**src/rtl/serial_pkg.sv**
```systemverilog
// Shared definitions for the serial transmitter and its matching receiver:
// FSM state encoding and the default frame/divider widths.
package serial_pkg;

    typedef enum logic [1:0] {
        ST_IDLE  = 2'd0,
        ST_SHIFT = 2'd1,
        ST_DONE  = 2'd2
    } serial_state_t;

    localparam int DEFAULT_WIDTH = 8;
    localparam int DIV_W         = 4;

endpackage

```
**src/rtl/bit_timer.sv**
```systemverilog
// Bit-period timer: counts 0..period and flags the first and last cycle of
// each bit period. A load restarts the count with a freshly captured period.
module bit_timer
    import serial_pkg::*;
(
    input  logic             clk,
    input  logic             reset_n,
    input  logic             load,
    input  logic [DIV_W-1:0] period,
    output logic             tick,
    output logic             first
);

    logic [DIV_W-1:0] cnt;
    logic [DIV_W-1:0] per;

    always_ff @(posedge clk) begin
        if (!reset_n) begin
            cnt <= '0;
            per <= '0;
        end else if (load) begin
            cnt <= '0;
            per <= period;
        end else if (tick) begin
            cnt <= '0;
        end else begin
            cnt <= cnt + DIV_W'(1);
        end
    end

    assign tick  = (cnt == per);
    assign first = (cnt == '0);

endmodule

```
**src/rtl/bit_serializer_tx.sv**
```systemverilog
// Frame serializer: captures a WIDTH-bit word on start and shifts it out one
// bit per div+1 cycles, with registered valid/strobe/busy/done indications.
module bit_serializer_tx
    import serial_pkg::*;
#(
    parameter int   WIDTH      = DEFAULT_WIDTH,
    parameter logic IDLE_LEVEL = 1'b0
) (
    input  logic             clk,
    input  logic             reset_n,
    input  logic             start,
    input  logic [WIDTH-1:0] data_in,
    input  logic             msb_first,
    input  logic [DIV_W-1:0] div,
    output logic             d_out,
    output logic             d_valid,
    output logic             bit_strobe,
    output logic             busy,
    output logic             done
);

    localparam int CNT_W = $clog2(WIDTH + 1);

    serial_state_t    state, state_next;
    logic [WIDTH-1:0] shreg, shreg_next, captured;
    logic [CNT_W-1:0] bit_cnt, bit_cnt_next;
    logic             d_out_next, d_valid_next, strobe_next, busy_next, done_next;
    logic             accept, tick, first, last_bit;

    function automatic logic [WIDTH-1:0] reverse_bits(input logic [WIDTH-1:0] v);
        logic [WIDTH-1:0] r;
        for (int i = 0; i < WIDTH; i++) r[i] = v[WIDTH-1-i];
        return r;
    endfunction

    assign accept = (state == ST_IDLE) && start;

    // bit_cnt counts bits already started; on a bit's first cycle it has not
    // yet been bumped, so the last-bit test depends on whether we are there.
    assign last_bit = tick && (first ? (bit_cnt == CNT_W'(WIDTH - 1))
                                     : (bit_cnt == CNT_W'(WIDTH)));

    bit_timer u_bit_timer (
        .clk     (clk),
        .reset_n (reset_n),
        .load    (accept),
        .period  (div),
        .tick    (tick),
        .first   (first)
    );

    always_ff @(posedge clk) begin
        if (!reset_n) state <= ST_IDLE;
        else          state <= state_next;
    end

    // The word is stored so that the bit on the wire is always shreg[0].
    always_comb begin
        state_next   = state;
        shreg_next   = shreg;
        bit_cnt_next = bit_cnt;
        d_out_next   = IDLE_LEVEL;
        d_valid_next = 1'b0;
        strobe_next  = 1'b0;
        busy_next    = 1'b0;
        done_next    = 1'b0;
        captured     = msb_first ? reverse_bits(data_in) : data_in;
        case (state)
            ST_IDLE: begin
                if (start) begin
                    state_next   = ST_SHIFT;
                    shreg_next   = captured;
                    bit_cnt_next = '0;
                    d_out_next   = captured[0];
                    d_valid_next = 1'b1;
                    strobe_next  = 1'b1;
                    busy_next    = 1'b1;
                end
            end
            ST_SHIFT: begin
                if (first) bit_cnt_next = bit_cnt + CNT_W'(1);
                if (last_bit) begin
                    state_next = ST_DONE;
                    done_next  = 1'b1;
                end else begin
                    d_valid_next = 1'b1;
                    busy_next    = 1'b1;
                    if (tick) begin
                        shreg_next  = shreg >> 1;
                        d_out_next  = shreg[1];
                        strobe_next = 1'b1;
                    end else begin
                        d_out_next = shreg[0];
                    end
                end
            end
            ST_DONE: state_next = ST_IDLE;
            default: state_next = ST_IDLE;
        endcase
    end

    always_ff @(posedge clk) begin
        if (!reset_n) begin
            shreg      <= '0;
            bit_cnt    <= '0;
            d_out      <= IDLE_LEVEL;
            d_valid    <= 1'b0;
            bit_strobe <= 1'b0;
            busy       <= 1'b0;
            done       <= 1'b0;
        end else begin
            shreg      <= shreg_next;
            bit_cnt    <= bit_cnt_next;
            d_out      <= d_out_next;
            d_valid    <= d_valid_next;
            bit_strobe <= strobe_next;
            busy       <= busy_next;
            done       <= done_next;
        end
    end

endmodule

```
**config.mk**
```make
export PLATFORM = sky130hd
export DESIGN_NAME = bit_serializer_tx
export DESIGN_NICKNAME = d
export VERILOG_FILES = /design/src/rtl/serial_pkg.sv /design/src/rtl/bit_timer.sv /design/src/rtl/bit_serializer_tx.sv
export SDC_FILE = /design/constraint.sdc
export NUM_CORES = 1
export LEC_CHECK = 0
export BUFFER_PORTS_ARGS = -buffer_cell sky130_fd_sc_hd__buf_2
export CAP_MARGIN = 20
export CORE_MARGIN = 3
export CORE_UTILIZATION = 30
export CTS_CLUSTER_DIAMETER = 100
export DETAILED_ROUTE_END_ITERATION = 8
export PLACE_DENSITY = 0.51
export SKIP_LAST_GASP = 1
export SYNTH_ARGS = -nofsm -noshare
export SYNTH_HDL_FRONTEND = slang
export SYNTH_SLANG_ARGS = --single-unit
```
**constraint.sdc**
```tcl
create_clock -name clk -period 2.6 [get_ports clk]
set_clock_uncertainty 0.05 [all_clocks]
set_input_delay 0.13 -clock clk [delete_from_list [all_inputs] [get_ports clk]]
set_output_delay 0.13 -clock clk [all_outputs]
set_load 0.02 [all_outputs]
```
# [After elaboration in Yosys (flattened, before gate mapping)]
# Cells that the tools add are included.
[totals] regBits=26 latchBits=0 ram_bits=0 romBits=0 inputBits=16 output_inout_bits=5 word_cells=54 mem_count=0
[classes] n_addsub=2 n_mul=0 n_div=0 magnitude_cmp=0 eq_ne=9 n_shift=0 muxes=23 n_bitwise=1 reduce_logical=10
[ops] op="two-way mux 8 bit" n=4
[ops] op="case mux 8 bit (2 select lines)" n=1
[ops] op="!= test 2 bit (second input constant)" n=5
[ops] op="two-way mux 1 bit" n=9
[ops] op="adder 4 x 1 -> 4 bit (second input constant)" n=2
[ops] op="two-way mux 4 bit" n=2
[ops] op="case mux 4 bit (2 select lines)" n=1
[ops] op="case mux 1 bit (2 select lines)" n=3
[ops] op="equality test 4 x 3 -> 1 bit (second input constant)" n=1
[ops] op="equality test 4 bit" n=1
[ops] op="equality test 4 bit (second input constant)" n=1
[ops] op="zero test 4 bit" n=1
[ops] op="two-way mux 2 bit" n=2
[ops] op="case mux 2 bit (2 select lines)" n=1
[ops] op="AND reduction 2 bit" n=2
[ops] op="AND reduction 4 bit" n=1
[ops] op="AND reduction 3 bit" n=1
[ops] op="OR reduction 3 bit" n=1
[ops] op="equality test 2 x 1 -> 1 bit (second input constant)" n=1
[ops] op="logical AND 1 bit" n=2
[ops] op="zero test 2 bit" n=1
[ops] op="nonzero test 2 bit" n=1
[ops] op="inverter 1 bit" n=1

# [Depth between registers and ports, before layout]
[logic_depth] ltp_word=5 mapped_depth=7

# [By module]
# Synthesis repeated with hierarchy kept, for this count alone.
[hier_totals] hier_cells=139 area_unflattened_um2=1303.8
[by_module_without_submodules] module="bit_serializer_tx" n_inst=1 cells_each=104 area_each_um2=919.6 seq_area_each_um2=360.3
[by_module_without_submodules] module="bit_timer" n_inst=1 cells_each=35 area_each_um2=384.1 seq_area_each_um2=160.2

# [Worst setup path after synthesis]
# OpenSTA, ideal clock, no wires.
[synth_path] path_type="reg2reg" startpoint="register u_bit_timer.cnt[0]" endpoint="register shreg[0]" t_arrival_ns=1.651 slack_ns=0.827 stages_incl_launch_ff=8 period_less_slack_ns=1.773 cell_sequence="dfxtp_1 -> inv_1 -> ha_1 -> or3b_4 -> mux2i_2 -> nor2_2 -> o2bb2ai_4 -> mux2i_1"
[synth_via] elab_chain_cells=5 elab_cells_between_ends=7 classes_between="eq/ne: 3; mux: 1; reduce/logical: 3"
[synth_lines] element="from (decl)" line="bit_timer.sv:14" source="logic [DIV_W-1:0] cnt;"
[synth_lines] element="from (signal assigned)" line="bit_timer.sv:27" source="cnt <= cnt + DIV_W'(1);"
[synth_lines] element="zero test 4 bit" line="bit_timer.sv:32" source="assign first = (cnt == '0);"
[synth_lines] element="two-way mux 1 bit" line="bit_serializer_tx.sv:40" source="assign last_bit = tick && (first ? (bit_cnt == CNT_W'(WIDTH - 1))"
[synth_lines] element="logical AND 1 bit" line="bit_serializer_tx.sv:40"
[synth_lines] element="!= test 2 bit (no source line)"
[synth_lines] element="AND reduction 4 bit (no source line) *"
[synth_lines] element="to (signal assigned)" line="bit_serializer_tx.sv:112" source="shreg <= shreg_next;"
[synth_lines] element="to (decl)" line="bit_serializer_tx.sv:25" source="logic [WIDTH-1:0] shreg, shreg_next, captured;"
# Every way passes the cells marked *; elsewhere a longest branch is shown, timed or not.
# A chain may end at the register's enable or synchronous reset.

# [Worst setup path in the final report]
[layout_path] startpoint="register u_bit_timer.cnt[0]" endpoint="register shreg[7]"
# The elaborated chain is that of the path after synthesis.

==> qor.yml <==
die:
  core_region_area_sq_um: 3850
  fp-row-count: 22
  ios: 21
  dieWidth_um: 70.9
  dieArea_sq_um: 5030
  start_util: 0.328
  die_y_um: 70.9
routing:
  drtAntennaViolNets: 0
  vias: 965
  dr.pass1.iters: 4
  viasPerCell: 4.64
  wl_mm: 2.47
  wl_per_cell_um: 11.9
  drt_iter0_markers: 51
  drc: 0
grt:
  antenna_found_initial: 0
  grt_usage: 0.109
  grt_start_max_net_pins: 22
  grt_pass1_wl_mm: 4.49
  grt_pass1_vias: 978
  grt_remaining_overflow: 0
yosys:
  synth_area_leaders: "dfxtp_1 41%, mux2i_1 13%, nand2_1 7.7%"
  ys_ff_latch: 26
  synth-main-ff-cell: "dfxtp_1"
  synth_edf_count: 0
  syn_nets: 161
  post-synth-top-area-cell: "dfxtp_1"
  ys_seq_area_frac: 0.412
  async_reset_ff_frac: 0
  ys_warn_count: 0
  netlist_instances: 142
  syn_area_sq_um: 1260
  synth_cell_types: 30
  syn_avg_cell_area_sq_um: 8.90
  synth.top_cell.area_share: 0.412
timing:
  tightest_slew_ns: 0.662
  fin_crit_sh: 0.748
  period_minus_slack_ns: 1.95
  setup_viol: 0
  finalHoldViolCount: 0
  setup_ws_ns: 0.655
  slew_viol_final: 0
  max_slew_margin: 0.559
  fin_setup_tns_ns: 0
  fmax_ghz: 0.514
  grt_setup_unrepaired: "no"
cells_and_area:
  nets: 180
  fillers: 405
  antenna-diode-count: 0
  layout_common_cells: "26 x nand2_1, 26 x dfxtp_1, 20 x buf_2, 16 x mux2i_1, 13 x nor2_1"
  multiInputGateArea_sq_um: 694
  final_area_sq_um: 1470
  seq_area_sq_um: 520
  areaGrowthSynthToFinish_pct: 16.5
  drive_gt1_frac: 0.194
  final_cells: 208
placed_design:
  dpl.cell_count: 204
  post-place-ws_ns: 0.664
  hpwl_mm: 1.85
  portBuffers: 20
  gp_congestion: 0.720
  place_area_sq_um: 1400
clocking:
  htree_levels: 1
  cts.sinks: 26
  numCtsBuffers: 3
  clkTransAtPathRegs_ns: 0.09
  clk_latency_ns: 0.27
  cts_tree: "done"
  hold_buffers: 0
  cts_setup_buffers: 0
  clockBufferDepth: 2
  ctsResizeCount: 0
  ctsRootBufferMaster: "clkbuf_8"
pwr:
  power_density_nw_per_um2: 631
  vdd_ir_drop_max_mv: 0.369
  pwr-share-clk: 0.362
  switching_share: 0.251
  p_int_w: 0.000696
  power.switching_w: 0.000233
  power_frac_seq: 0.478
  power.static_leakage_nw: 0.625
  p_comb_frac: 0.160
setup_path:
  start_kind: "flop"
  reg2reg_from: "u_bit_timer.cnt[0]"
  cp-end-kind: "flop"
  cp-startpoint: "u_bit_timer.cnt[0]"
  crit_type: "reg -> reg"
  worstPathMaxFanout: 9
  arrival_ns: 2.10
  critPathRequiredTime_ns: 2.75
run_status:
  status: "complete, no violations"
run:
  cap_violations: 0
hold_path:
  hold_class: "in -> reg"
  min_from: "div[0]"
-- registers in the layout, summed over array words and instances (netlist names), 2 cells and up --
signal	flops
bit_cnt	4
shreg	8
state	2
u_bit_timer.cnt	4
u_bit_timer.per	4
-- power groups by stage --
stage          logic [W]  clock network [W]  registers (W)
3_3_place_gp    0.000149                  0       0.000452
2_1_floorplan   0.000110                  0       0.000454
3_5_place_dp    0.000150                  0       0.000453
5_1_grt         0.000168           0.000365       0.000448
4_1_cts         0.000151           0.000348       0.000444
6_report        0.000149           0.000337       0.000444
-- Yosys cell counts, types with 2 or more instances --
| master | n |
|---|---|
| o21ai_1 | 2 |
| dfxtp_1 | 26 |
| o211ai_1 | 7 |
| nand3_1 | 5 |
| nor2_1 | 13 |
| ha_1 | 3 |
| xnor2_1 | 5 |
| nand2b_1 | 2 |
| inv_1 | 5 |
| nand2_1 | 26 |
| a21oi_1 | 7 |
| nand4_1 | 2 |
| clkbuf_1 | 5 |
| xor2_1 | 3 |
| mux2i_1 | 16 |
-- through the flow --
step           power [W]  hold WS [ns]   util
2_1_floorplan   0.000564         0.216      -
4_1_cts         0.000943        0.0331  0.382
6_report        0.000929        0.0356  0.382
3_3_place_gp    0.000601         0.323  0.364
5_1_grt         0.000981        0.0313  0.382
3_5_place_dp    0.000603         0.335  0.364
-- worst max-delay path, stage by stage (launching register included) --
cell	delay [ns]
dfxtp_1	0.36
inv_1	0.07
ha_1	0.13
or3b_4	0.39
mux2i_2	0.18
nor2_2	0.21
o2bb2ai_4	0.24
mux2i_1	0.24
-- layer usage --
layer / GRT usage / wire length [um]
met3: 0.0369 / 103
met2: 0.157 / 1010
met5: 0 / 0
met1: 0.158 / 1330
met4: 0.0251 / 16
-- final timing paths --
check	to	slack, ns	cells after the start
worst max register to register	shreg[7]	0.65	7
worst max-delay path	shreg[7]	0.65	7
worst min register to register	shreg[2]	0.41	2
worst min-delay path	u_bit_timer.per[0]	0.04	3
-- logic make-up after synthesis --
logic type,after synthesis,share of synthesized area
AND/OR/NAND/NOR,56,0.207
flip-flops,26,0.412
AO/OA/AOI/OAI,19,0.111
multiplexers,18,0.147
buffers and inverters,12,0.0386
XOR/XNOR,8,0.0554
adder cells (fa/ha/maj),3,0.0297
-- layout make-up --
class,instances,share of cell area
multi-input cells,104,0.472
inverters,5,0.0127
well taps,48,0.0408
clock inverters,1,0.0204
clock buffers,3,0.0280
repair buffers,21,0.0731
flip-flops and latches,26,0.353
(Power assumes the default switching activity.)
